## src/rtl/render_rect_ctrl_pkg.sv

```systemverilog
// Shared constants and state encoding for the 4x4 rectangle render controller.
package render_rect_ctrl_pkg;

    localparam int COORD_W        = 7;
    localparam int COL_W          = 3;
    localparam int IDX_W          = 4;
    localparam int PIXELS_DEFAULT = 16;

    localparam logic [2:0] ST_IDLE = 3'd0;
    localparam logic [2:0] ST_LD_X = 3'd1;
    localparam logic [2:0] ST_LD_Y = 3'd2;
    localparam logic [2:0] ST_DRAW = 3'd3;
    localparam logic [2:0] ST_DONE = 3'd4;

    typedef enum logic [2:0] {
        S_IDLE = ST_IDLE,
        S_LD_X = ST_LD_X,
        S_LD_Y = ST_LD_Y,
        S_DRAW = ST_DRAW,
        S_DONE = ST_DONE
    } state_t;

endpackage

```

## src/rtl/render_rect_ctrl_if.sv

```systemverilog
// Requester and datapath signal bundle for render_rect_ctrl.
interface render_rect_ctrl_if;
    import render_rect_ctrl_pkg::*;

    logic [1:0]         req;
    logic [COORD_W-1:0] x0;
    logic [COORD_W-1:0] x1;
    logic [COORD_W-1:0] y0;
    logic [COORD_W-1:0] y1;
    logic [COL_W-1:0]   col0;
    logic [COL_W-1:0]   col1;
    logic [1:0]         ack;
    logic [COORD_W-1:0] data_out;
    logic               ld_x;
    logic               ld_y;
    logic               start_count;
    logic [COL_W-1:0]   colour;
    logic [IDX_W-1:0]   pix_idx;
    logic               busy;
    logic               done;

    modport master (
        output req, x0, x1, y0, y1, col0, col1,
        input  ack, data_out, ld_x, ld_y, start_count, colour, pix_idx, busy, done
    );

    modport slave (
        input  req, x0, x1, y0, y1, col0, col1,
        output ack, data_out, ld_x, ld_y, start_count, colour, pix_idx, busy, done
    );

endinterface

```

## src/rtl/render_rect_ctrl_arbiter.sv

```systemverilog
// Two-input round-robin arbiter; on a tie the requester not granted last time wins.
module rr_arbiter2 (
    input  logic [1:0] req,
    input  logic       last_grant,
    input  logic       enable,
    output logic [1:0] grant
);

    always_comb begin
        grant = 2'b00;
        if (enable) begin
            case (req)
                2'b01:   grant = 2'b01;
                2'b10:   grant = 2'b10;
                2'b11:   grant = last_grant ? 2'b01 : 2'b10;
                default: grant = 2'b00;
            endcase
        end
    end

endmodule

```

## src/rtl/render_rect_ctrl.sv

```systemverilog
// Control FSM for the rectangle render datapath: arbitrates two requesters,
// latches operands, then sequences X load, Y load and the pixel count.
module render_rect_ctrl
    import render_rect_ctrl_pkg::*;
#(
    parameter int PIXELS = PIXELS_DEFAULT
) (
    input  logic              clk,
    input  logic              resetn,
    render_rect_ctrl_if.slave bus
);

    state_t             state;
    state_t             state_next;
    logic               last_grant;
    logic [COORD_W-1:0] x_lat;
    logic [COORD_W-1:0] y_lat;
    logic [COL_W-1:0]   col_lat;
    logic [IDX_W-1:0]   pix_cnt;
    logic [1:0]         grant;
    logic               arb_en;
    logic               last_pix;
    logic [COORD_W-1:0] data_out;
    logic               ld_x;
    logic               ld_y;
    logic               start_count;
    logic               done;

    // Gating with resetn keeps ack quiet while reset is held even though req may be high.
    assign arb_en   = (state == S_IDLE) && resetn;
    assign last_pix = (pix_cnt == IDX_W'(PIXELS - 1));

    rr_arbiter2 u_arb (
        .req        (bus.req),
        .last_grant (last_grant),
        .enable     (arb_en),
        .grant      (grant)
    );

    always_ff @(posedge clk or negedge resetn) begin
        if (!resetn) begin
            state <= S_IDLE;
        end else begin
            state <= state_next;
        end
    end

    always_comb begin
        state_next  = state;
        data_out    = '0;
        ld_x        = 1'b0;
        ld_y        = 1'b0;
        start_count = 1'b0;
        done        = 1'b0;
        case (state)
            S_IDLE: begin
                if (grant != 2'b00) begin
                    state_next = S_LD_X;
                end
            end
            S_LD_X: begin
                data_out   = x_lat;
                ld_x       = 1'b1;
                state_next = S_LD_Y;
            end
            S_LD_Y: begin
                data_out   = y_lat;
                ld_y       = 1'b1;
                state_next = S_DRAW;
            end
            S_DRAW: begin
                start_count = 1'b1;
                if (last_pix) begin
                    state_next = S_DONE;
                end
            end
            S_DONE: begin
                done       = 1'b1;
                state_next = S_IDLE;
            end
            default: state_next = S_IDLE;
        endcase
    end

    always_ff @(posedge clk or negedge resetn) begin
        if (!resetn) begin
            x_lat      <= '0;
            y_lat      <= '0;
            col_lat    <= '0;
            last_grant <= 1'b1;
        end else if (grant[0]) begin
            x_lat      <= bus.x0;
            y_lat      <= bus.y0;
            col_lat    <= bus.col0;
            last_grant <= 1'b0;
        end else if (grant[1]) begin
            x_lat      <= bus.x1;
            y_lat      <= bus.y1;
            col_lat    <= bus.col1;
            last_grant <= 1'b1;
        end
    end

    // Counter only advances inside DRAW and is cleared on the last pixel so it never wraps.
    always_ff @(posedge clk or negedge resetn) begin
        if (!resetn) begin
            pix_cnt <= '0;
        end else if ((state == S_DRAW) && !last_pix) begin
            pix_cnt <= pix_cnt + 1'b1;
        end else begin
            pix_cnt <= '0;
        end
    end

    assign bus.ack         = grant;
    assign bus.data_out    = data_out;
    assign bus.ld_x        = ld_x;
    assign bus.ld_y        = ld_y;
    assign bus.start_count = start_count;
    assign bus.done        = done;
    assign bus.colour      = col_lat;
    assign bus.pix_idx     = pix_cnt;
    assign bus.busy        = (state != S_IDLE);

endmodule

```

## src/flat_wrapper.sv

```systemverilog
// flat-port wrapper written by rule: the top's interface ports become plain ports
module render_rect_ctrl_flat import render_rect_ctrl_pkg::*;
#(
    parameter int PIXELS = PIXELS_DEFAULT
)
  (clk, resetn, bus_req, bus_x0, bus_x1, bus_y0, bus_y1, bus_col0, bus_col1, bus_ack, bus_data_out, bus_ld_x, bus_ld_y, bus_start_count, bus_colour, bus_pix_idx, bus_busy, bus_done);
  render_rect_ctrl_if bus_i ();
  input  logic clk;
  input  logic resetn;
  input wire logic [$bits(bus_i.req)-1:0] bus_req;
  input wire logic [$bits(bus_i.x0)-1:0] bus_x0;
  input wire logic [$bits(bus_i.x1)-1:0] bus_x1;
  input wire logic [$bits(bus_i.y0)-1:0] bus_y0;
  input wire logic [$bits(bus_i.y1)-1:0] bus_y1;
  input wire logic [$bits(bus_i.col0)-1:0] bus_col0;
  input wire logic [$bits(bus_i.col1)-1:0] bus_col1;
  output wire logic [$bits(bus_i.ack)-1:0] bus_ack;
  output wire logic [$bits(bus_i.data_out)-1:0] bus_data_out;
  output wire logic [$bits(bus_i.ld_x)-1:0] bus_ld_x;
  output wire logic [$bits(bus_i.ld_y)-1:0] bus_ld_y;
  output wire logic [$bits(bus_i.start_count)-1:0] bus_start_count;
  output wire logic [$bits(bus_i.colour)-1:0] bus_colour;
  output wire logic [$bits(bus_i.pix_idx)-1:0] bus_pix_idx;
  output wire logic [$bits(bus_i.busy)-1:0] bus_busy;
  output wire logic [$bits(bus_i.done)-1:0] bus_done;
  assign bus_i.req = bus_req;
  assign bus_i.x0 = bus_x0;
  assign bus_i.x1 = bus_x1;
  assign bus_i.y0 = bus_y0;
  assign bus_i.y1 = bus_y1;
  assign bus_i.col0 = bus_col0;
  assign bus_i.col1 = bus_col1;
  assign bus_ack = bus_i.ack;
  assign bus_data_out = bus_i.data_out;
  assign bus_ld_x = bus_i.ld_x;
  assign bus_ld_y = bus_i.ld_y;
  assign bus_start_count = bus_i.start_count;
  assign bus_colour = bus_i.colour;
  assign bus_pix_idx = bus_i.pix_idx;
  assign bus_busy = bus_i.busy;
  assign bus_done = bus_i.done;
  render_rect_ctrl #(.PIXELS(PIXELS)) u_core (.clk(clk), .resetn(resetn), .bus(bus_i));
endmodule
```

## config.mk

```make
export PLATFORM = sky130hd
export DESIGN_NAME = render_rect_ctrl_flat
export DESIGN_NICKNAME = d
export VERILOG_FILES = /design/src/rtl/render_rect_ctrl_pkg.sv /design/src/rtl/render_rect_ctrl_if.sv /design/src/rtl/render_rect_ctrl_arbiter.sv /design/src/rtl/render_rect_ctrl.sv /design/src/flat_wrapper.sv
export SDC_FILE = /design/constraint.sdc
export NUM_CORES = 1
export LEC_CHECK = 0
export ABC_CLOCK_PERIOD_IN_PS = 1770
export BUFFER_PORTS_ARGS = -buffer_cell sky130_fd_sc_hd__buf_2
export CAP_MARGIN = 5
export CORE_MARGIN = 8
export CORE_UTILIZATION = 47
export DETAILED_ROUTE_END_ITERATION = 7
export HOLD_SLACK_MARGIN = 0.12
export PLACE_DENSITY_LB_ADDON = 0.2
export SYNTH_ARGS = -nofsm -noshare
export SYNTH_HDL_FRONTEND = slang
export SYNTH_SLANG_ARGS = --single-unit
export TNS_END_PERCENT = 20
```

## constraint.sdc

```tcl
create_clock -name clk -period 1.77 [get_ports clk]
set_input_delay 0.0885 -clock clk [delete_from_list [all_inputs] [get_ports clk]]
set_output_delay 0.0885 -clock clk [all_outputs]
set_load 0.01 [all_outputs]
```

## Word-level counts from Yosys, hierarchy flattened

Index checks and enable logic that the tools add are counted.

| word-level totals | value |
|---|---|
| memory bits (read-only) | 0 |
| logic and storage cells | 44 |
| memories | 0 |
| output and inout bits | 21 |
| latch bits | 0 |
| bits in registers | 25 |
| bits of input ports | 38 |
| RAM bits | 0 |

| cells by class | value |
|---|---|
| bitwise logic cells | 0 |
| equal/unequal tests | 10 |
| reductions and logical operators | 7 |
| shift-type cells | 0 |
| muxes and demuxes | 20 |
| $add $sub $neg | 1 |
| $lt $le $gt $ge | 0 |
| $mul | 0 |
| divide/modulo/power cells | 0 |

Operators with widths:

| operator | number |
|---|---|
| $mux 7 | 4 |
| $pmux 7 s2 | 1 |
| $mux 3 | 4 |
| $pmux 3 s4 | 1 |
| $eq 3x2->1 const B | 2 |
| $mux 1 | 6 |
| $pmux 2 s3 | 1 |
| $add 4x1->4 const B | 1 |
| $eq 2x2->1 const B | 2 |
| $eq 4x4->1 const B | 1 |
| $mux 2 | 2 |
| $mux 4 | 1 |
| $eq 3x1->1 const B | 1 |
| $eq 3x3->1 const B | 1 |
| $logic_not 3->1 | 1 |
| $reduce_bool 3->1 | 1 |
| $eq 2x1->1 const B | 1 |
| $logic_and 1x1->1 | 2 |
| $ne 2x1->1 const B | 1 |
| $ne 2x2->1 const B | 1 |
| $reduce_and 2->1 | 1 |
| $reduce_bool 2->1 | 1 |
| $logic_not 1->1 | 1 |

## Depth between registers and ports, before layout

Gate-level depths: netlist (run 1).

| logic depth | value |
|---|---|
| depth after elaboration | 6 |
| gate-level depth with buffers | 6 |
| depth with buffers taken out | 3 |

## Hierarchy

From an unflattened synthesis (run 1), not the netlist that was laid out.

| second synthesis, totals | value |
|---|---|
| cell total of the unflattened synthesis | 118 |
| area, all modules | 1223.7 sq um |

By module, submodules not included:

| module | seq. area each (sq um) | cells each | area each (sq um) | times used |
|---|---|---|---|---|
| render_rect_ctrl | 626.9 | 113 | 1202.4 | 1 |
| rr_arbiter2 | 0.0 | 5 | 21.3 | 1 |

## Worst setup path before layout (run 1)

Ideal clock, no wire load.

| timing | value |
|---|---|
| path type | register to output |
| start | register u_core.state[1] |
| end | output port bus_ack[0] |
| stages on the path, launching flop included | 5 |
| path buffers | 2 |
| arrival time | 1340 ps |
| required time | 1681 ps |
| setup slack | 342 ps |
| cell sequence | dfrtp_1 buf_2 nor4b_4 buf_2 nor3b_1 |

| between the ends | value |
|---|---|
| longest elaborated chain between the ends | 3 |

Ends and longest elaborated chain:

| what | line | source |
|---|---|---|
| start, declared | render_rect_ctrl.sv:13 | `state_t state;` |
| start signal, assigned | render_rect_ctrl.sv:44 | `state <= state_next;` |
| $logic_not 3->1 | render_rect_ctrl.sv:30 | `assign arb_en = (state == S_IDLE) && resetn;` |
| $logic_and 1x1->1 | render_rect_ctrl.sv:30 |  |
| $mux 2 | render_rect_ctrl_arbiter.sv:11 | `if (enable) begin` |
| end, declared | flat_wrapper.sv:17 | `output wire logic [$bits(bus_i.ack)-1:0] bus_ack;` |

No other way between the ends.

## Worst setup path in the final report (run 1)

| timing | value |
|---|---|
| start | register u_core.state[0] |
| end | output port bus_ack[0] |

Same word-level chain as after synthesis.

==> results, run 1 <==
- The run finished with clean final reports.
- The share of flip-flops with an asynchronous set or reset after synthesis is 100%.
- The synthesized design devotes to its leading area cell type 44.0% of total area.
- Averaged over all synthesized cells, the footprint is 11.4 µm².
- The internal portion of the total power is 0.00172 W.
- The share of power burned in the clock network is 9.2%.
- The power density over the cells is 1330 nW/µm².
- The number of H-tree levels is 1.
- The number of max-cap violations is 0.
- The initial detailed-routing violation count is 68.
- Summing the sequential cell areas from Yosys gives 45.9% of the chip area.
- Along the worst path, the maximum fanout reaches 8.
- The core region is 2760 µm².
- The biggest area contributor in the post-synthesis netlist is sky130_fd_sc_hd__dfrtp_1.
- At the end of routability-driven placement, the weighted congestion stood at 0.780.
- Summed over all nets, the switching power comes to 0.00112 W.
- The total leakage power is 0.985 nW.
- The final wirelength is 4280 µm.
- The combinational share of power is 53.6%.
- Total power for the finished layout comes to 0.00283 W.
- The clock tree from TritonCTS is yes.
- Counting tap cells, the placed design contains a total of 201 instances.
- In this run the remaining antenna-violating nets after routing total 0.
- The number of global-route vias before repair is 1,420.
- The remaining global-route overflow is 0.
- The peak supply drop is 0.00101 V.
- The total nets after synthesis is 159.
- In the final routed layout, each cell accounts on average for 17.4 µm.
- The total of warnings raised by yosys is 0.
- The starting utilization of the core area is 49.5%.
- By area the synthesized netlist is led by sky130_fd_sc_hd__dfrtp_1 44%, sky130_fd_sc_hd__a2bb2oi_2 11%, sky130_fd_sc_hd__o32ai_1 11%, sky130_fd_sc_hd__a2bb2oi_1 4.5%, sky130_fd_sc_hd__a22oi_1 3.8%.
- The share of cells above drive strength 1 is 43.7%.
- The y dimension of the die is 69.9 µm.
- The die area is 4890 µm².
- The count of state elements after synthesis is 25.
- STA classifies the critical path startpoint as a flip-flop.
- The final max-slew violation count is 0.
- The data arrival time of the critical path is 1.59 ns.
- The area added between synthesis and finish is 55.3%.
- The cell with the most instances after synthesis is sky130_fd_sc_hd__dfrtp_1.
- The routed design could run at a clock period as short as 1.68 ns.
- Setup repair after global routing left no endpoint under its margin.
- For the worst setup path, the data required time is 1.68 ns.
- The final count of hold timing violations came to 0.
- Sequential cells burn 37.2% of the power.
- The total clock buffers created by CTS is 3.
- The path type of the worst min-delay path is input pin to flip-flop.
- The tightest hold path in the finished design has a slack of 0.120 ns.
- The initialized floorplan defines 19 standard-cell rows.
- Before antenna repair, the detailed router went through 4 iterations.
- The most used flip-flop cell after synthesis is sky130_fd_sc_hd__dfrtp_1.
- The clock arrives with 0.00231 ns of skew.
- The switching portion of total power is 39.4%.
- The synthesized netlist contains 31 unique library cells.
- The worst setup path is of the flip-flop to primary output kind.
- The summed instance area of the synthesized netlist is 1370 µm².
- Dividing the detail-routed via count by the number of cells gives 5.56.
- The antenna diode instance count is 0.
- The largest net degree at the start of global routing is 27.
- The non-filler instance count after layout is 246.
- The layout filler cell count is 173.
- Dividing the final minimum period by the clock period gives 94.7%.
- The die outline width is 69.9 µm.
- Counting flops with a built-in enable in the synthesized netlist gives 0.
- CTS saw 25 sinks.
- After detailed routing, the number of remaining DRC violations is 0.
- For the pin with the worst max-slew slack, the measured transition is 0.424 ns.
- The total half-perimeter wirelength after legalization and detailed placement is 2830 µm.
- The beginning of the critical path is u_core.state[0].
- The wire length of the first global-routing pass is 7040 µm.
- The post-route setup TNS is 0 ns.
- The worst-case headroom to the max-slew limit is 71.7%.
- The worst register-to-register path begins at u_core.state[0].
- The detailed router placed 1,368 vias in this run.
- The final net count is 255.
- 59 I/O pins were placed.
- In this run the tool buffered the top-level ports with 58 buffer cells.
- The number of endpoints failing setup at the final stage is 0.
- The nature of the critical path endpoint is a primary output.
- The footprint of the flip-flops and latches is 631 µm².
- No sink is reached through more buffers than the 2 on the longest clock path.
- The clock latency of the later-clocked register in the worst-skew pair is 0.32 ns.
- The number of antenna violations at the first check in global routing was 0.
- The combined area of the multi-input logic cells is 688 µm².
- In the global route stage, overall resource usage came out at 16.6%.
- The beginning of the worst hold path is bus_y0[2].
- Derived from the worst setup path, the maximum achievable clock frequency is 597 MHz.
- The post-synthesis cell count is 120.
- The commonest cells after synthesis are 24 x sky130_fd_sc_hd__dfrtp_1, 17 x sky130_fd_sc_hd__o32ai_1, 12 x sky130_fd_sc_hd__nor2_1.
- The clock transition at the register clock pins on the worst setup and hold paths after CTS is 0.14 ns.
- The post-route core utilization is 77.0%.
- CTS placed an instance of sky130_fd_sc_hd__clkbuf_4 at the clock tree root.
[state kept, by name (all words and copies together), names as in the netlist]
signal and count:
u_core.y_lat 7, u_core.bus.colour 3, u_core.bus.pix_idx 4, u_core.state 3, u_core.last_grant 1, u_core.x_lat 7
[through the flow]
step	instance area [µm²]	worst slack, ns
floorplan	1370	0.342
global placement	1660	0.0484
CTS	2060	0.00751
global route	2120	0.0128
finish	2120	0.0946
detailed placement	1660	0.00243
[placed cells by master, fill, tap and decap left out, drive strengths merged]
cell type and n:
a21bo 1, a21oi 1, a22oi 7, a2bb2oi 17
a31o 1, a31oi 2, and2 2, and3 1
buf 68, clkbuf 3, clkinv 1, dfrtp 24
dfstp 1, dlygate4sd3 36, ha 1, inv 2
nand2 2, nand3 1, nand3b 1, nor2 12
nor2b 3, nor3b 3, nor4b 1, o21a 2
o21ai 1, o32ai 17, or3 2, xnor2 1
xor2 1
[cell type report]
class                      instances  area share (%)
timing repair buffer             104            34.4
sequential                        25            29.7
multi-input combinational         80            32.4
clock buffer                       3            1.06
tap                               31            1.83
inverter                           2           0.354
clock inverter                     1           0.236
[worst max-delay path, stage by stage, from the launching register on]
cell and delay (ns):
sky130_fd_sc_hd__dfrtp_2 0.51, sky130_fd_sc_hd__nor4b_4 0.27, sky130_fd_sc_hd__buf_6 0.16, sky130_fd_sc_hd__nor3b_2 0.16, sky130_fd_sc_hd__buf_2 0.16
[logic make-up after synthesis]
family / after synthesis / synth area share (%)
AO/OA/AOI/OAI: 49 / 34.3
XOR/XNOR: 2 / 1.28
adder cells (fa/ha/maj): 1 / 0.916
buffers and inverters: 15 / 5.77
flip-flops: 25 / 45.9
AND/OR/NAND/NOR: 28 / 11.8
[repair_timing]
action                                 4_1_cts  5_1_grt
setup endpoints to repair                   14        6
hold buffers                                36        0
setup buffers                                0        5
endpoints found under the hold margin       43        0
gates resized for setup                      6        5
cloned                                       0        0
[metal layers]
metal,GRT usage [%],up-vias,wire (µm)
li1,-,662,-
met2,28.4,53,2050
met5,0,-,0
met3,5.08,4,331
met4,2.68,0,33
met1,20.2,649,1860
[power by group through the flow]
stage / sequential [W] / combinational, W / clock (W)
global placement: 0.00104 / 0.00130 / 0
floorplan: 0.00100 / 0.000961 / 0
finish: 0.00105 / 0.00152 / 0.000262
detailed placement: 0.00105 / 0.00134 / 0
global route: 0.00109 / 0.00165 / 0.000287
CTS: 0.00105 / 0.00142 / 0.000271
[path summary, 6_finish.rpt]
| check | to | slack, ns | cells past startpoint |
|---|---|---|---|
| max in group asynchronous | u_core.last_grant | 1.20 | 3 |
| min in group asynchronous | u_core.state[1] | 0.28 | 3 |
| hold reg to reg | u_core.bus.pix_idx[0] | 0.50 | 1 |
| hold / removal | u_core.y_lat[2] | 0.12 | 3 |
| setup / recovery | bus_ack[0] | 0.09 | 4 |
| setup reg to reg | u_core.y_lat[2] | 0.30 | 4 |
(Power assumes the default switching activity.)
==> run 2, diff against run 1 <==
- CELL_PAD_IN_SITES_DETAIL_PLACEMENT: default -> 1
- CELL_PAD_IN_SITES_GLOBAL_PLACEMENT: default -> 2
- CORE_UTILIZATION: 47 -> 28
==> run 2 against run 1 <==
  * Register-to-register slack worse by 0.13 ns
  * Critical path depth unchanged
  * Critical endpoint unchanged
  * Combinational power is 5% lower
  * Utilization down 38 points
  * First-iteration DRC count fell by 34%
  * Critical path type unchanged
  * Clock skew rose by 0.0034 ns
  * Via count shrank 9.6%
  * Largest power group unchanged
  * Maximum frequency is 1.4% lower
  * Largest cell class is now multi-input combinational cells
==> results, run 2 (synthesized netlist as in run 1, its figures left out) <==
- The cell count after placement was 238 (+18%).
- The y dimension of the die came to 85.9 µm (+23%).
- The nature of the critical path endpoint is a primary output.
- The antenna diode instance count is 0 (unchanged).
- The switching portion of total power is 39.9% (+0.50 points).
- In this run the critical register-to-register path is launched from u_core.last_grant.
- The top-level port count is 59 (unchanged).
- The least setup slack across all paths after layout is 0.0715 ns (-0.0231 ns).
- The clock sink total is 25 (unchanged).
- The final wirelength is 4450 µm (+3.8%).
- TritonCTS built the clock tree.
- The post-layout minimum cycle time came to 1.70 ns (+0.0231 ns).
- The combinational share of power was 50.8% (-2.8 points).
- The via count normalized by instance count came to 5.01 (-9.9%).
- The biggest fanout along the worst timing path is 12 (+4).
- The number of max-cap violations is 0 (unchanged).
- The library cell used most frequently in the layout, excluding fill and tap cells, is sky130_fd_sc_hd__buf_2.
- The maximum clock path buffer count is 2 (unchanged).
- The total routing resource utilization after global routing is 11.9% (-4.7 points).
- The number of core rows is 25 (+6).
- The wire length of the first global-routing pass came to 7020 µm (-0.30%).
- The kind of launch point of the worst setup path is a flip-flop.
- In this run the most critical hold path is launched from bus_x1[3].
- The layout filler cell count is 553 (+220%).
- The total leakage power was 0.838 nW (-15%).
- The standard cell area after detailed placement came to 1710 µm² (+3.2%).
- The clock transition at the register clock pins on the worst setup and hold paths after CTS is 0.09 ns (-0.05 ns).
- The remaining global-route overflow is 0 (unchanged).
- The worst-case headroom to the max-slew limit is 50.6% (-21 points).
- The worst-case hold slack is 0.123 ns (+0.00345 ns).
- The number of search-and-repair iterations in the first detailed-routing pass is 4 (unchanged).
- The detailed router used layers up to and including met4.
- The slew of the pin with the lowest slew margin came to 0.740 ns (+0.316 ns).
- The number of port buffers is 58 (unchanged).
- The combined area of the multi-input logic cells is 676 µm² (-1.8%).
- The area of all placed cells without fillers was 1830 µm² (-14%).
- The worst setup path category is flip-flop to primary output.
- The number of vias in the routed layout is 1,237 (-9.6%).
- The post-detailed-route count of antenna-violating nets came to 0 (unchanged).
- The final net count is 220 (-14%).
- The sum of met2 wire segment lengths after detailed routing is 1930 µm (-5.8%).
- Traced cell by cell, the critical path runs through nor4b_4, buf_6, nor3b_2, buf_2.
- The number of endpoints failing setup at the final stage is 0 (unchanged).
- The fmax is 589 MHz (-1.4%).
- The starting utilization of the core area is 28.9% (-21 points).
- The number of global-route vias before repair is 1,347 (-5.1%).
- The final max-slew violation count is 0 (unchanged).
- The number of remaining DRC errors came to 0 (unchanged).
- Setup repair after global routing left no endpoint under its margin.
- The initial detailed-routing violation count is 45 (-34%).
- The post-placement setup slack is 0.124 ns (+0.122 ns).
- The total half-perimeter wirelength after legalization and detailed placement is 3360 µm (+19%).
- The core footprint is 4720 µm² (+71%).
- The number of antenna violations at the first check in global routing is 0 (unchanged).
- The cell type group with the largest total delay on the critical path is simple AND/OR/NAND/NOR gates.
- The post-route setup TNS is 0 ns (unchanged).
- The number of H-tree levels is 1 (unchanged).
- The largest net degree at the start of global routing is 27 (unchanged).
- The final count of hold timing violations is 0 (unchanged).
- The data required time of the worst path is 1.68 ns (about the same).
- The net switching power figure came to 0.00113 W (+1.7%).
- The wire length on met3 is 303 µm (-8.5%).
- The largest individual stage delay along the critical path comes from the cell sky130_fd_sc_hd__dfrtp_2.
- The die outline width came to 85.9 µm (+23%).
- Tracing the worst setup path back leads to its startpoint at u_core.state[1].
- The non-filler instance count after layout was 247 (+0.41%).
- The share of cells above drive strength 1 came to 49.4% (+5.7 points).
- The detailed-route wire length per cell is 18.0 µm (+3.4%).
- The final worst clock skew is 0.00572 ns (+0.00341 ns).
- The peak supply drop is 0.000433 V (-57%).
- Relative to the synthesized area, the layout overhead comes to 33.6%.
- The share of power burned in the clock network is 12.1% (+2.9 points).
- The critical path's largest stage delay was 0.48 ns (-0.03 ns).
- The tree is rooted in a sky130_fd_sc_hd__clkbuf_8.
- The internal power summed over all cells is 0.00171 W (-0.39%).
- In this run the worst hold path is classified as input pin to flip-flop.
- The flow ran to the end, and the final reports show no timing, DRC or antenna violations.
- The footprint of the flip-flops and latches is 628 µm² (-0.40%).
- The share of the cycle needed by the critical path after routing is 96.0% (+1.3 points).
- The total clock buffers created by CTS is 3 (unchanged).
- The sequential power share was 37.0% (-0.2 points).
- The die area is 7370 µm² (+51%).
- In the layout the commonest cells are 58 x sky130_fd_sc_hd__buf_2, 23 x sky130_fd_sc_hd__dfrtp_1, 17 x sky130_fd_sc_hd__o32ai_1, 12 x sky130_fd_sc_hd__nor2_1, 10 x sky130_fd_sc_hd__a2bb2oi_2.
- The power density over the cells is 1560 nW/µm² (+17%).
- The final estimated routing congestion in global placement is 0.733 (-6.0%).
- The count of buffer and inverter cells on the critical path is 2 (unchanged).
- The met1 routed wirelength after detailed routing is 2170 µm (+17%).
- The data arrival time of the critical path is 1.61 ns (+0.02 ns).
- The clock latency of the later-clocked register in the worst-skew pair is 0.27 ns (-0.05 ns).
run 2: cell types whose count changed in the layout (fill, tap and decap cells not counted), sizes merged:
| cell | previous run | this run |
|---|---|---|
| buf | 68 | 66 |
| dlygate4sd3 | 36 | 3 |
run 2: final timing paths:
kind | to | slack [ns] | depth (start not counted)
setup / recovery | bus_ack[0] | 0.07 | 4
hold / removal | u_core.x_lat[3] | 0.12 | 3
setup reg to reg | u_core.y_lat[5] | 0.17 | 4
hold reg to reg | u_core.bus.pix_idx[0] | 0.49 | 1
max in group asynchronous | u_core.last_grant | 1.05 | 3
min in group asynchronous | u_core.bus.colour[1] | 0.42 | 3
run 2: repair_timing:
item,4_1_cts,5_1_grt
buffers inserted,0,2
endpoints found under the hold margin,25,1
setup endpoints to repair,8,7
hold buffers,2,1
resized for setup,4,2
run 2: worst min-delay path: stages:
cell	delay, ns
sky130_fd_sc_hd__buf_2	0.07
sky130_fd_sc_hd__o32ai_1	0.07
sky130_fd_sc_hd__a2bb2oi_2	0.13
run 2: layout make-up:
type	count	area share, %
Clock inverter	1	0.274
Inverter	2	0.411
Multi-Input combinational cell	80	37.0
Clock buffer	3	2.26
Sequential cell	25	34.4
Tap cell	67	4.59
Timing Repair Buffer	69	21.0
run 2: routing by layer:
| metal | global-route usage (%) | vias to the layer above |
|---|---|---|
| met5 | 0 | - |
| met4 | 2.87 | 0 |
| met3 | 4.30 | 4 |
| met2 | 18.5 | 39 |
| met1 | 15.2 | 606 |
| li1 | - | 588 |
run 2: power by group through the flow:
stage                     registers [W]  logic (W)  clock network [W]
final                           0.00105    0.00145           0.000345
after floorplan                 0.00100   0.000961                  0
after global routing            0.00109    0.00158           0.000373
after global placement          0.00104    0.00136                  0
after CTS                       0.00105    0.00141           0.000355
after detailed placement        0.00106    0.00139                  0
run 2: metrics by stage:
step / total power, W / utilization [%]
after floorplan: 0.00196 / -
after global placement: 0.00240 / 36.3
after detailed placement: 0.00245 / 36.3
after CTS: 0.00282 / 37.9
after global routing: 0.00304 / 38.6
final: 0.00284 / 38.6
